[src/rtl/regfile_rd_arbiter.sv]
// Round-robin arbiter sharing the regfile read port; each winner gets a 1-4 beat read burst.
// Optional macro RF_ARB_PRIO0_EN gives requester 0 fixed highest priority at every arbitration.
module regfile_rd_arbiter #(
  parameter int N_REQ = 4,
  parameter int DW    = 64,
  parameter int AW    = 4
) (
  input  logic                 clk,
  input  logic                 rst_n,
  input  logic [N_REQ-1:0]     req,
  input  logic [N_REQ*AW-1:0]  addr,
  input  logic [N_REQ*2-1:0]   len,
  output logic [N_REQ-1:0]     gnt,
  output logic [AW-1:0]        rf_sel,
  input  logic [DW-1:0]        rf_rdata,
  output logic [DW-1:0]        rd_data,
  output logic [N_REQ-1:0]     rd_valid,
  output logic                 rd_last,
  output logic                 busy
);

  localparam int IW = (N_REQ > 1) ? $clog2(N_REQ) : 1;

  typedef enum logic {IDLE, BURST} state_t;

  state_t            state, state_nxt;
  logic [IW-1:0]     rr_ptr, rr_nxt;
  logic [IW-1:0]     win, win_nxt;
  logic [IW-1:0]     pick;
  logic [AW-1:0]     cur_addr, addr_nxt;
  logic [1:0]        cnt, cnt_nxt;
  logic [N_REQ-1:0]  gnt_nxt, vld_nxt;
  logic              last_nxt;
  logic [DW-1:0]     data_nxt;

  function automatic logic [IW-1:0] rr_idx(input logic [IW-1:0] base, input int k);
    int s;
    s = int'(base) + k;
    if (s >= N_REQ) s = s - N_REQ;
    return IW'(s);
  endfunction

  function automatic logic [N_REQ-1:0] onehot(input logic [IW-1:0] i);
    logic [N_REQ-1:0] v;
    v    = '0;
    v[i] = 1'b1;
    return v;
  endfunction

  // Scan from the farthest offset down so the requester closest to rr_ptr wins.
  always_comb begin
    pick = rr_ptr;
    for (int k = N_REQ - 1; k >= 0; k--) begin
      if (req[rr_idx(rr_ptr, k)]) pick = rr_idx(rr_ptr, k);
    end
`ifdef RF_ARB_PRIO0_EN
    if (req[0]) pick = '0;
`else
`endif
  end

  always_comb begin
    state_nxt = state;
    rr_nxt    = rr_ptr;
    win_nxt   = win;
    addr_nxt  = cur_addr;
    cnt_nxt   = cnt;
    gnt_nxt   = '0;
    vld_nxt   = '0;
    last_nxt  = 1'b0;
    data_nxt  = rd_data;
    case (state)
      IDLE: begin
        if (|req) begin
          win_nxt   = pick;
          gnt_nxt   = onehot(pick);
          addr_nxt  = addr[pick*AW +: AW];
          cnt_nxt   = len[pick*2 +: 2];
          state_nxt = BURST;
        end
      end
      BURST: begin
        data_nxt = rf_rdata;
        vld_nxt  = onehot(win);
        addr_nxt = cur_addr + 1'b1;
        if (cnt == 2'd0) begin
          last_nxt  = 1'b1;
          state_nxt = IDLE;
          rr_nxt    = (win == IW'(N_REQ - 1)) ? '0 : win + 1'b1;
        end else begin
          cnt_nxt = cnt - 2'd1;
        end
      end
      default: state_nxt = IDLE;
    endcase
  end

  always_ff @(posedge clk or negedge rst_n) begin
    if (!rst_n) begin
      state    <= IDLE;
      rr_ptr   <= '0;
      win      <= '0;
      cur_addr <= '0;
      cnt      <= '0;
      gnt      <= '0;
      rd_valid <= '0;
      rd_last  <= 1'b0;
      rd_data  <= '0;
    end else begin
      state    <= state_nxt;
      rr_ptr   <= rr_nxt;
      win      <= win_nxt;
      cur_addr <= addr_nxt;
      cnt      <= cnt_nxt;
      gnt      <= gnt_nxt;
      rd_valid <= vld_nxt;
      rd_last  <= last_nxt;
      rd_data  <= data_nxt;
    end
  end

  // Select comes straight from a register so the mux input is steady all cycle.
  assign rf_sel = cur_addr;
  assign busy   = (state == BURST);

endmodule
[config.mk]
export PLATFORM = sky130hd
export DESIGN_NAME = regfile_rd_arbiter
export DESIGN_NICKNAME = d
export VERILOG_FILES = /design/src/rtl/regfile_rd_arbiter.sv
export SDC_FILE = /design/constraint.sdc
export NUM_CORES = 1
export LEC_CHECK = 0
export ABC_AREA = 1
export BUFFER_PORTS_ARGS = -buffer_cell sky130_fd_sc_hd__buf_2
export CORE_UTILIZATION = 45
export DETAILED_ROUTE_END_ITERATION = 8
export GPL_TIMING_DRIVEN = 0
export PLACE_DENSITY = 0.78
export SYNTH_ARGS = -nofsm -noshare
export SYNTH_HDL_FRONTEND = slang
export SYNTH_SLANG_ARGS = --single-unit
[constraint.sdc]
create_clock -name clk -period 4.1 [get_ports clk]
set_clock_uncertainty 0.1 [all_clocks]
set_input_delay 0.82 -clock clk [delete_from_list [all_inputs] [get_ports clk]]
set_output_delay 0.82 -clock clk [all_outputs]
set_load 0.005 [all_outputs]
==> results of run 1 <==
==> worst paths after layout <==
path | depth (start not counted) | end | from
min in group clk | 2 | rd_data[20] | rd_data[20]
worst max register to register | 14 | cnt[0] | rr_ptr[0]
worst min register to register | 2 | rd_data[20] | rd_data[20]
worst max-delay path | 16 | cnt[0] | req[1]
worst min-delay path | 1 | rd_data[32] | rst_n
max in group asynchronous | 2 | rd_data[22] | rst_n
==> where the power goes <==
group | switching (mW) | internal [mW]
registers | 0.203 | 1.18
logic | 0.987 | 0.634
clock network | 0.288 | 0.297
total | 1.48 | 2.11
==> sequential cells by signal, summed over array words and instances, names as in the netlist <==
register,flops
rd_data,64
gnt,4
rd_valid,4
rf_sel,4
cnt,2
rr_ptr,2
win,2
busy,1
rd_last,1
==> layer usage <==
| metal | track usage (%) | vias to the layer above | part of all wire [%] |
|---|---|---|---|
| li1 | - | 1757 | - |
| met1 | 26.7 | 1572 | 42 |
| met2 | 38.4 | 116 | 50 |
| met3 | 5.75 | 18 | 5.7 |
| met4 | 6.12 | 0 | 2.0 |
| met5 | 0 | - | 0 |
==> per-stage QoR <==
step                      util (%)  total power, mW  setup WS [ns]
after global routing          62.7             3.90           1.85
final                         62.7             3.59           2.00
after floorplan                  -             2.36           2.04
after global placement        59.8             2.94           1.48
after detailed placement      60.2             3.02           1.68
after CTS                     62.7             3.62           2.05
==> kinds of logic after synthesis <==
logic type,Yosys count,share of synthesized area (%)
and+or+nand+nor,307,34.3
DFF,84,57.1
buffers and inverters,41,4.42
AOI/OAI and AO/OA,14,1.97
adders and majority gates,6,2.04
xor gates and xnor gates,1,0.238
==> layout by cell type (no fill, tap or decap), drive strengths merged <==
cell / count
o21ai: 6
buf: 175
a21oi: 7
nor2: 12
nand3: 38
o31ai: 1
ha: 6
clkbuf: 23
dfrtp: 84
inv: 26
bufinv: 1
nor4: 1
clkinvlp: 3
nand2: 256
xnor2: 1
==> layout make-up <==
type                       count  area, um^2  area share [%]
buffer                        16        68.8            1.41
clock buffer                  10         138            2.81
clock inverter                 5        61.3            1.25
inverter                      25        93.8            1.92
multi-input combinational    328        1420            29.0
sequential                    84        2100            42.9
tap                          102         128            2.61
timing repair buffer         172         886            18.1
==> results.md, run 1 <==
- Cell Area, Synth: about 0.0037 mm^2
- Clock Path Buffers: 2
- Routed WL: 9070 um
- Final Max Tran Viols: 0
- Ys flop type: dfrtp_1
- # diodes: 0
- Peak VDD IR: 409 uV
- Port bufs: around 170
- Slew of the pin with the lowest slew margin: roughly 0.5 ns
- Synth Net Count: about 550
- Placed insts: between 700 and 800
- TNS Setup: 0 ns
- Global-route wire length before repair: 14800 um
- All-Layer GR Usage: 22.0%
- Synth area leaders: dfrtp_1 57%, nand2_1 25%, nand3_1 4.9%
- Area leader, netlist: dfrtp_1
- Router iterations before antenna repair: 4
- FFs w/ async S/R, synth: 100%
- Required time of the critical path: between 4 and 5 ns
- First-iteration detailed-routing DRC count: 145
- Top-area cell type share of the netlist area: 57.1%
- CTS Buf Count: 9
- Most used cell, CP: nand2_1
- Post-synth EDFFs: 0
- Initial antenna violation count: 0
- Static Leak: roughly 2.9 nW
- Number of placement rows: 32
- Post_cts resized: 0
- Largest net degree at the start of global routing: slightly above 70
- CP arrival: about 2.2 ns
- Non-Filler Instances: ~740
- # H-tree levels: 3
- Fin. Hold Viols: 0
- Post-route DRC violation count: 0
- Post-cts hold buffer count: 0
- Yosys warns: 0
- Status: complete, no violations
- Library cells used by synthesis: 20
- Slew headroom: 67.6%
- NumNets Final: between 700 and 800
- Family with the most delay on the worst path: simple AND/OR/NAND/NOR gates
- Design Area, Final: just under 0.005 mm^2
- Tcrit/Tclk final: roughly 51%
- Post-CTS setup buffer count: 0
- Minimum clock period: ~2.1 ns
- Mean area per synthesized cell: around 8.1 um^2
- Initial cell density of the core: 47.2%
- DP Area: approximately 0.0047 mm^2
- Layout area overhead: 32.9%
- Die ar.: about 0.0086 mm^2
- Final ANT Viol Nets: 0
- Crit-path max cell delay: 0.25 ns
- Die H: about 92 um
- CTS clk-pin slew, worst paths: around 0.09 ns
- Drt wl/cell: approximately 12 um
- CP Capture Type: flop
- CP Buf/Inv Count: 3
- Synth Instances: around 450
- WS Path Type: in -> reg
- Skew-Pair Late Insertion Delay: roughly 0.34 ns
- # fillers: 726
- DP Wirelength: ~6800 um
- Grt ovf: 0
- Die X-Extent: 92.5 um
- Max cap viols: 0
- Clk sinks: 84
- Hold crit path type: in -> async
- FMAX: about 0.48 GHz
- Root buffer cell: clkbuf_8
- Vias in the first global route: 3282
- Hold slack: 0.224 ns
- Core box area: about 0.0078 mm^2
- Final Setup Violations: 0
- Layout cells sized above 1: about a third
- Gp weighted congestion: approximately 0.8
- Power Dens Cells: around 730 mW/mm^2
- RSZ-0062 raised after global routing: false
- Via count: 3463
- CP startpoint kind: input port
- R2R setup slack: 2.09 ns
- Crit path max fanout: 9
- CP cell instances: buf_2 -> inv_1 -> o21ai_0 -> nand2_1 -> nand2_1 -> inv_2 -> nand2_4 -> nand2_4 -> nand2_4 -> nand2_4 -> nand2_1 -> nand3_1 -> nand2_1 -> nand2_1 -> nand2_1 -> nand2_1
- Synth cell count leaders: 249 x nand2_1, 84 x dfrtp_1, 36 x nand3_1
- Io pins: 172
- Slowest cell on crit path: o21ai_0
- Synthesized flop and latch total: 84
- DR vias/cell: 4.67
- CTS tree: yes
- Post-synthesis sequential area ratio: 57.1%
- Cell with the most instances after synthesis: nand2_1
(Power assumes the default switching activity.)
==> run 2: changes to the inputs <==
- CORE_UTILIZATION: 45 -> 42
- PLACE_DENSITY: 0.78 -> 0.76
- clock period: 4.1 -> 1.85 ns (I/O delays scaled with it)
==> run 2 against run 1 <==
  * Highest routed layer unchanged
  * The flow now finishes with violations (negative setup slack)
  * Cell count is 1.9% higher
  * Global-route usage down 1.7 points
  * Routed wire length increased by 3.9%
  * Count of clock-buffer cells in the layout rose by 2
  * Via count up 2.9%
  * Combinational power is 150% higher
  * Critical path type is now reg -> reg
==> results.md, run 2 (synthesis gave the netlist of run 1 again) <==
- Largest reg by FF count: rd_data
- Port bufs: 171 (unchanged)
- Die X-Extent: 95.7 um (+3.4%)
- Slew headroom: 64.3% (-3.3 points)
- Largest net degree at the start of global routing: 46 (-35%)
- Final Max Tran Viols: 0 (unchanged)
- Vias in the first global route: 3317 (+1.1%)
- Dpl ws: -0.132 ns (-1.81 ns)
- Root buffer cell: clkbuf_8
- Gp weighted congestion: 0.832 (+4.6%)
- # fillers: 771 (+6.2%)
- Minimum clock period: 1.89 ns
- CTS clk-pin slew, worst paths: 0.09 ns (about the same)
- Tcrit/Tclk final: 102%
- CP cell instances: inv_2 -> nand2_1 -> nand2_4 -> nand2_2 -> nand2_2 -> inv_2 -> nand2_4 -> nand2_4 -> nand2_4 -> nand2_4 -> nand2_1 -> nand3_1 -> nand2_1 -> nand2_1 -> nand2_1 -> nand2_1
- FF+latch area: 0.00210 mm^2 (about the same)
- Most common cell after layout, fill and taps aside: nand2_1
- Max cap viols: 0 (unchanged)
- NumNets Final: 746 (+1.4%)
- Static Leak: 2.95 nW (+2.3%)
- Most used cell, CP: nand2_1
- Required time of the critical path: 1.98 ns (-2.26 ns)
- Final Setup Violations: 4 (+4)
- Failing checks: negative setup slack
- Final design utilization: 60.6% (-2.1 points)
- First-iteration detailed-routing DRC count: 118 (-19%)
- Global-route wire length before repair: 14400 um (-3.2%)
- Clock Path Buffers: 2 (unchanged)
- All-Layer GR Usage: 20.3% (-1.7 points)
- # diodes: 0 (unchanged)
- Grt ovf: 0 (unchanged)
- CP arrival: 2.02 ns (-0.22 ns)
- CTS Buf Count: 9 (unchanged)
- DR vias/cell: 4.71 (+0.95%)
- Core box area: 0.00834 mm^2 (+6.8%)
- DP Wirelength: 6800 um (about the same)
- Final ANT Viol Nets: 0 (unchanged)
- Fin. Hold Viols: 0 (unchanged)
- Io pins: 172 (unchanged)
- Routed WL: 9430 um (+3.9%)
- CTS tree: yes
- Most frequent cells in the layout: 237 x nand2_1, 171 x buf_2, 83 x dfrtp_1, 30 x nand3_1, 19 x inv_1
- Post-route DRC violation count: 0 (unchanged)
- Router iterations before antenna repair: 4 (unchanged)
- Max reg flops: 64 (unchanged)
- FMAX: about 0.53 GHz
- Status: finished with violations
- Slowest cell on crit path: dfrtp_1
- Slew of the pin with the lowest slew margin: 0.536 ns (+0.0494 ns)
- Crit-path max cell delay: 0.44 ns (+0.19 ns)
- CP Capture Type: flop
- # H-tree levels: 3 (unchanged)
- CP startpoint kind: flop
- Number of placement rows: 33 (+3.1%)
- Power Dens Cells: 1640 mW/mm^2 (+120%)
- Clk sinks: 84 (unchanged)
- Die ar.: 0.00915 mm^2 (+7.0%)
- WS Path Type: reg -> reg
- Skew-Pair Late Insertion Delay: 0.34 ns (about the same)
- Initial antenna violation count: 0 (unchanged)
- Peak VDD IR: 742 uV (+81%)
- Multi-input gate area: 0.00151 mm^2 (+6.3%)
- RSZ-0062 raised after global routing: true
- Via count: 3562 (+2.9%)
- Die H: 95.7 um (+3.4%)
- Hold crit path type: in -> reg
- Drt wl/cell: 12.5 um (+1.9%)
- Layout area overhead: 37.2%
- Layout cells sized above 1: 35.9% (+4.4 points)
- Crit path max fanout: 5 (-4)
- Post-route setup slack: -0.0394 ns (-2.04 ns)
- Initial cell density of the core: 44.2% (-3.0 points)
==> run 2: area by class of cell <==
cell class	instances	share of cell area, %
Sequential cell	84	41.6
Multi-Input combinational cell	329	29.8
Timing Repair Buffer	182	19.3
Clock buffer	12	2.87
Tap cell	105	2.60
Inverter	25	2.00
Buffer	15	1.29
Clock inverter	4	0.495
==> run 2: final timing paths <==
path	cells past startpoint	to	slack [ns]	startpoint
setup / recovery	16	cnt[0]	-0.04	rr_ptr[1]
hold / removal	3	rd_data[30]	0.12	rf_rdata[30]
setup reg to reg	16	cnt[0]	-0.04	rr_ptr[1]
hold reg to reg	2	rd_data[14]	0.37	rd_data[14]
max in group asynchronous	3	rd_data[0]	0.59	rst_n
min in group asynchronous	2	rd_data[52]	0.45	rst_n
==> run 2: per-stage QoR <==
step / area [um^2] / setup TNS, ns / total power [mW] / hold WS [ns] / instances
final: 5050 / -0.134 / 8.28 / 0.120 / 756
after global routing: 5050 / -0.601 / 8.99 / 0.111 / 756
after CTS: 4980 / -0.00760 / 8.12 / 0.106 / 753
after detailed placement: 4700 / -0.382 / 6.68 / 0.287 / 730
after global placement: 4670 / -26.26 / 6.51 / 0.348 / 729
after floorplan: 3680 / 0 / 5.23 / -0.0256 / 453
==> run 2: power breakdown <==
part	internal, mW	switching [mW]	leakage, nW
sequential	2.62	0.476	1.01
clock	0.522	0.640	0.0824
combinational	1.66	2.37	1.85
==> run 2: repair_timing <==
action	CTS	global route
gates resized for setup	14	16
setup buffers	6	3
cloned	1	0
hold buffers	1	0
hold endpoints to repair	39	0
pin swaps	12	9
endpoints found under the setup margin	6	7
==> run 2: critical path, delay by kind of cell, from the launching register on <==
family / cells / cell delay, ns
flops: 1 / 0.44
buf+inv: 2 / 0.16
simple gates: 14 / 1.07
==> run 2: layer usage <==
layer	global-route usage, %	vias up	part of all wire, %
li1	-	1781	-
met1	24.4	1631	43
met2	35.5	135	49
met3	4.47	15	6.6
met4	7.46	0	1.5
met5	0	-	0
==> run 3: changes to the inputs <==
- ABC_AREA: 1 -> unset
- PLACE_DENSITY: 0.76 -> 0.77
==> run 3 against run 2 <==
  * The run now ends clean
  * Register-to-register slack improved by 0.04 ns
  * Design area down 2.6%
  * Critical path depth is 12 lower
  * Synthesized cell count decreased by 44%
  * Non-clock buffer count shrank 12
  * Critical path type unchanged
  * Critical endpoint unchanged
  * Highest routed layer unchanged
==> results.md, run 3 <==
- DP Wirelength: 5920 um (-13%)
- Area leader, netlist: dfrtp_1
- CP arrival: 1.97 ns (-0.05 ns)
- Synth Net Count: 355 (-36%)
- Root buffer cell: clkbuf_8
- Status: complete, no violations
- Required time of the critical path: 1.97 ns (about the same)
- CTS tree: yes
- CP Capture Type: flop
- Number of placement rows: 33 (unchanged)
- Largest net degree at the start of global routing: 46 (unchanged)
- Top-area cell type share of the netlist area: 58.7% (+1.6 points)
- CTS clk-pin slew, worst paths: 0.09 ns (about the same)
- WS Path Type: reg -> reg
- Max reg flops: 64 (unchanged)
- Initial cell density of the core: 43.6% (-0.57 points)
- Clk sinks: 84 (unchanged)
- Layout cells sized above 1: 62.3% (+26 points)
- Layout area overhead: 37.4%
- # H-tree levels: 3 (unchanged)
- Initial antenna violation count: 0 (unchanged)
- CP startpoint kind: flop
- Post-synth EDFFs: 0 (unchanged)
- Grt ovf: 0 (unchanged)
- # fillers: 707 (-8.3%)
- Clock Path Buffers: 2 (unchanged)
- Cell Area, Synth: 0.00358 mm^2 (-2.8%)
- Power Dens Cells: 1410 mW/mm^2 (-14%)
- Slew headroom: 49.9% (-14 points)
- Io pins: 172 (unchanged)
- # diodes: 0 (unchanged)
- Ys flop type: dfrtp_1
- Post-synthesis sequential area ratio: 58.7% (+1.6 points)
- Static Leak: 2.41 nW (-18%)
- FMAX: 0.541 GHz (+2.2%)
- Hold crit path type: in -> reg
- Final Setup Violations: 0 (-4)
- TNS Setup: 0 ns (+0.134 ns)
- Yosys warns: 0 (unchanged)
- Minimum clock period: 1.85 ns (-0.0412 ns)
- RSZ-0062 raised after global routing: true
- All-Layer GR Usage: 17.4% (-2.9 points)
- Router iterations before antenna repair: 4 (unchanged)
- Peak VDD IR: 684 uV (-7.8%)
- Mean area per synthesized cell: 14.0 um^2 (+73%)
- Final ANT Viol Nets: 0 (unchanged)
- DP Area: 0.00459 mm^2 (-2.3%)
- Design Area, Final: 0.00492 mm^2 (-2.6%)
- NumNets Final: 541 (-27%)
- Routed WL: 7760 um (-18%)
- Vias in the first global route: 2511 (-24%)
- Die ar.: 0.00890 mm^2 (-2.7%)
- Synth Instances: 255 (-44%)
- Final Max Tran Viols: 0 (unchanged)
- Fin. Hold Viols: 0 (unchanged)
- Total Power: 6.97 mW (-16%)
- Synthesized flop and latch total: 84 (unchanged)
- CTS Buf Count: 9 (unchanged)
- Slew of the pin with the lowest slew margin: 0.745 ns (+0.210 ns)
- DR vias/cell: 4.92 (+4.4%)
- Skew-Pair Late Insertion Delay: 0.33 ns (about the same)
- Die H: 94.4 um (-1.4%)
- Via count: 2710 (-24%)
- Gp weighted congestion: 0.760 (-8.7%)
- Crit path max fanout: 5 (unchanged)
- Max cap viols: 0 (unchanged)
- Port bufs: 171 (unchanged)
- Core box area: 0.00822 mm^2 (-1.5%)
- Most common cell after layout, fill and taps aside: buf_2
- Post-route DRC violation count: 0 (unchanged)
- Global-route wire length before repair: 11800 um (-18%)
- Most frequent cells in the layout: 173 x buf_2, 81 x dfrtp_1, 65 x mux2_2, 10 x clkbuf_8, 8 x nand2_1
- Crit-path max cell delay: 0.48 ns (+0.04 ns)
- Die X-Extent: 94.4 um (-1.4%)
- Synth area leaders: dfrtp_1 59%, mux2_2 20%, ha_1 2.1%
- CP cell instances: a211oi_4 -> nor3_2 -> a211o_1 -> o31a_1
- Cell with the most instances after synthesis: dfrtp_1
- Slowest cell on crit path: dfrtp_2
- Largest reg by FF count: rd_data
- Synth cell count leaders: 84 x dfrtp_1, 65 x mux2_2, 9 x nand2_1, 9 x o21ai_0, 7 x o31a_1
- FFs w/ async S/R, synth: 100% (unchanged)
- First-iteration detailed-routing DRC count: 45 (-62%)
- Library cells used by synthesis: 41 (+110%)
- Tcrit/Tclk final: 99.9% (-2.2 points)
- Drt wl/cell: 14.1 um (+13%)
==> run 3: layout make-up <==
cell class	instances	area, um^2	share of cell area, %
clock buffer	11	141	2.87
tap	105	131	2.67
buffer	9	46.3	0.940
sequential	84	2110	42.8
inverter	5	18.8	0.381
clock inverter	5	85.1	1.73
multi-input combinational	156	1480	30.0
timing repair buffer	176	918	18.7
==> run 3: final timing paths <==
kind                              startpoint  slack (ns)           to  depth (start not counted)
worst max-delay path               rr_ptr[0]       0.002       cnt[0]                          4
worst min-delay path            rf_rdata[46]        0.15  rd_data[46]                          2
worst max register to register     rr_ptr[0]       0.002       cnt[0]                          4
worst min register to register   rd_data[54]        0.40  rd_data[54]                          1
max in group asynchronous              rst_n        0.59    rr_ptr[0]                          3
min in group asynchronous              rst_n        0.44  rd_data[54]                          2
==> run 3: routing by layer <==
| layer | vias to the layer above | routed length (um) | global-route usage, % |
|---|---|---|---|
| met2 | 110 | 3820 | 29.3 |
| met4 | 0 | 106 | 7.31 |
| li1 | 1308 | - | - |
| met5 | - | 0 | 0 |
| met1 | 1283 | 3370 | 21.7 |
| met3 | 9 | 458 | 3.54 |
==> run 3: critical path, delay by kind of cell, from the launching register on <==
family / cells / cell delay, ns
AOI/OAI and AO/OA: 3 / 0.99
DFF: 1 / 0.48
and+or+nand+nor: 1 / 0.17
==> run 3: repair_timing <==
item,4_1_cts,5_1_grt
hold buffers,1,0
hold endpoints to repair,39,0
gates resized for setup,7,16
gates cloned,1,0
endpoints found under the setup margin,32,9
buffers inserted,2,1
pin swaps,2,4
==> run 3: logic make-up after synthesis <==
logic type	count (synthesis)	synth area share [%]
AO/OA/AOI/OAI	39	8.49
XOR/XNOR	2	0.489
adder cells (fa/ha/maj)	6	2.10
buffers and inverters	16	1.96
flip-flops	84	58.7
multiplexers	70	21.8
AND/OR/NAND/NOR	38	6.46
==> run 3: power breakdown <==
| group | total, mW | internal [mW] | switching (mW) |
|---|---|---|---|
| sequential | 2.77 | 2.42 | 0.348 |
| combinational | 2.75 | 1.49 | 1.26 |
| clock | 1.45 | 0.803 | 0.644 |
==> run 3: per-stage QoR <==
stage	setup WS, ns	instances	hold WS (ns)	utilization (%)
final	0.00181	551	0.150	59.9
after global routing	-0.0344	551	0.126	59.9
after CTS	-0.0157	550	0.134	59.2
after detailed placement	-0.329	532	0.286	55.9
after global placement	-0.339	531	0.383	55.6
after floorplan	0.100	255	-0.0256	-
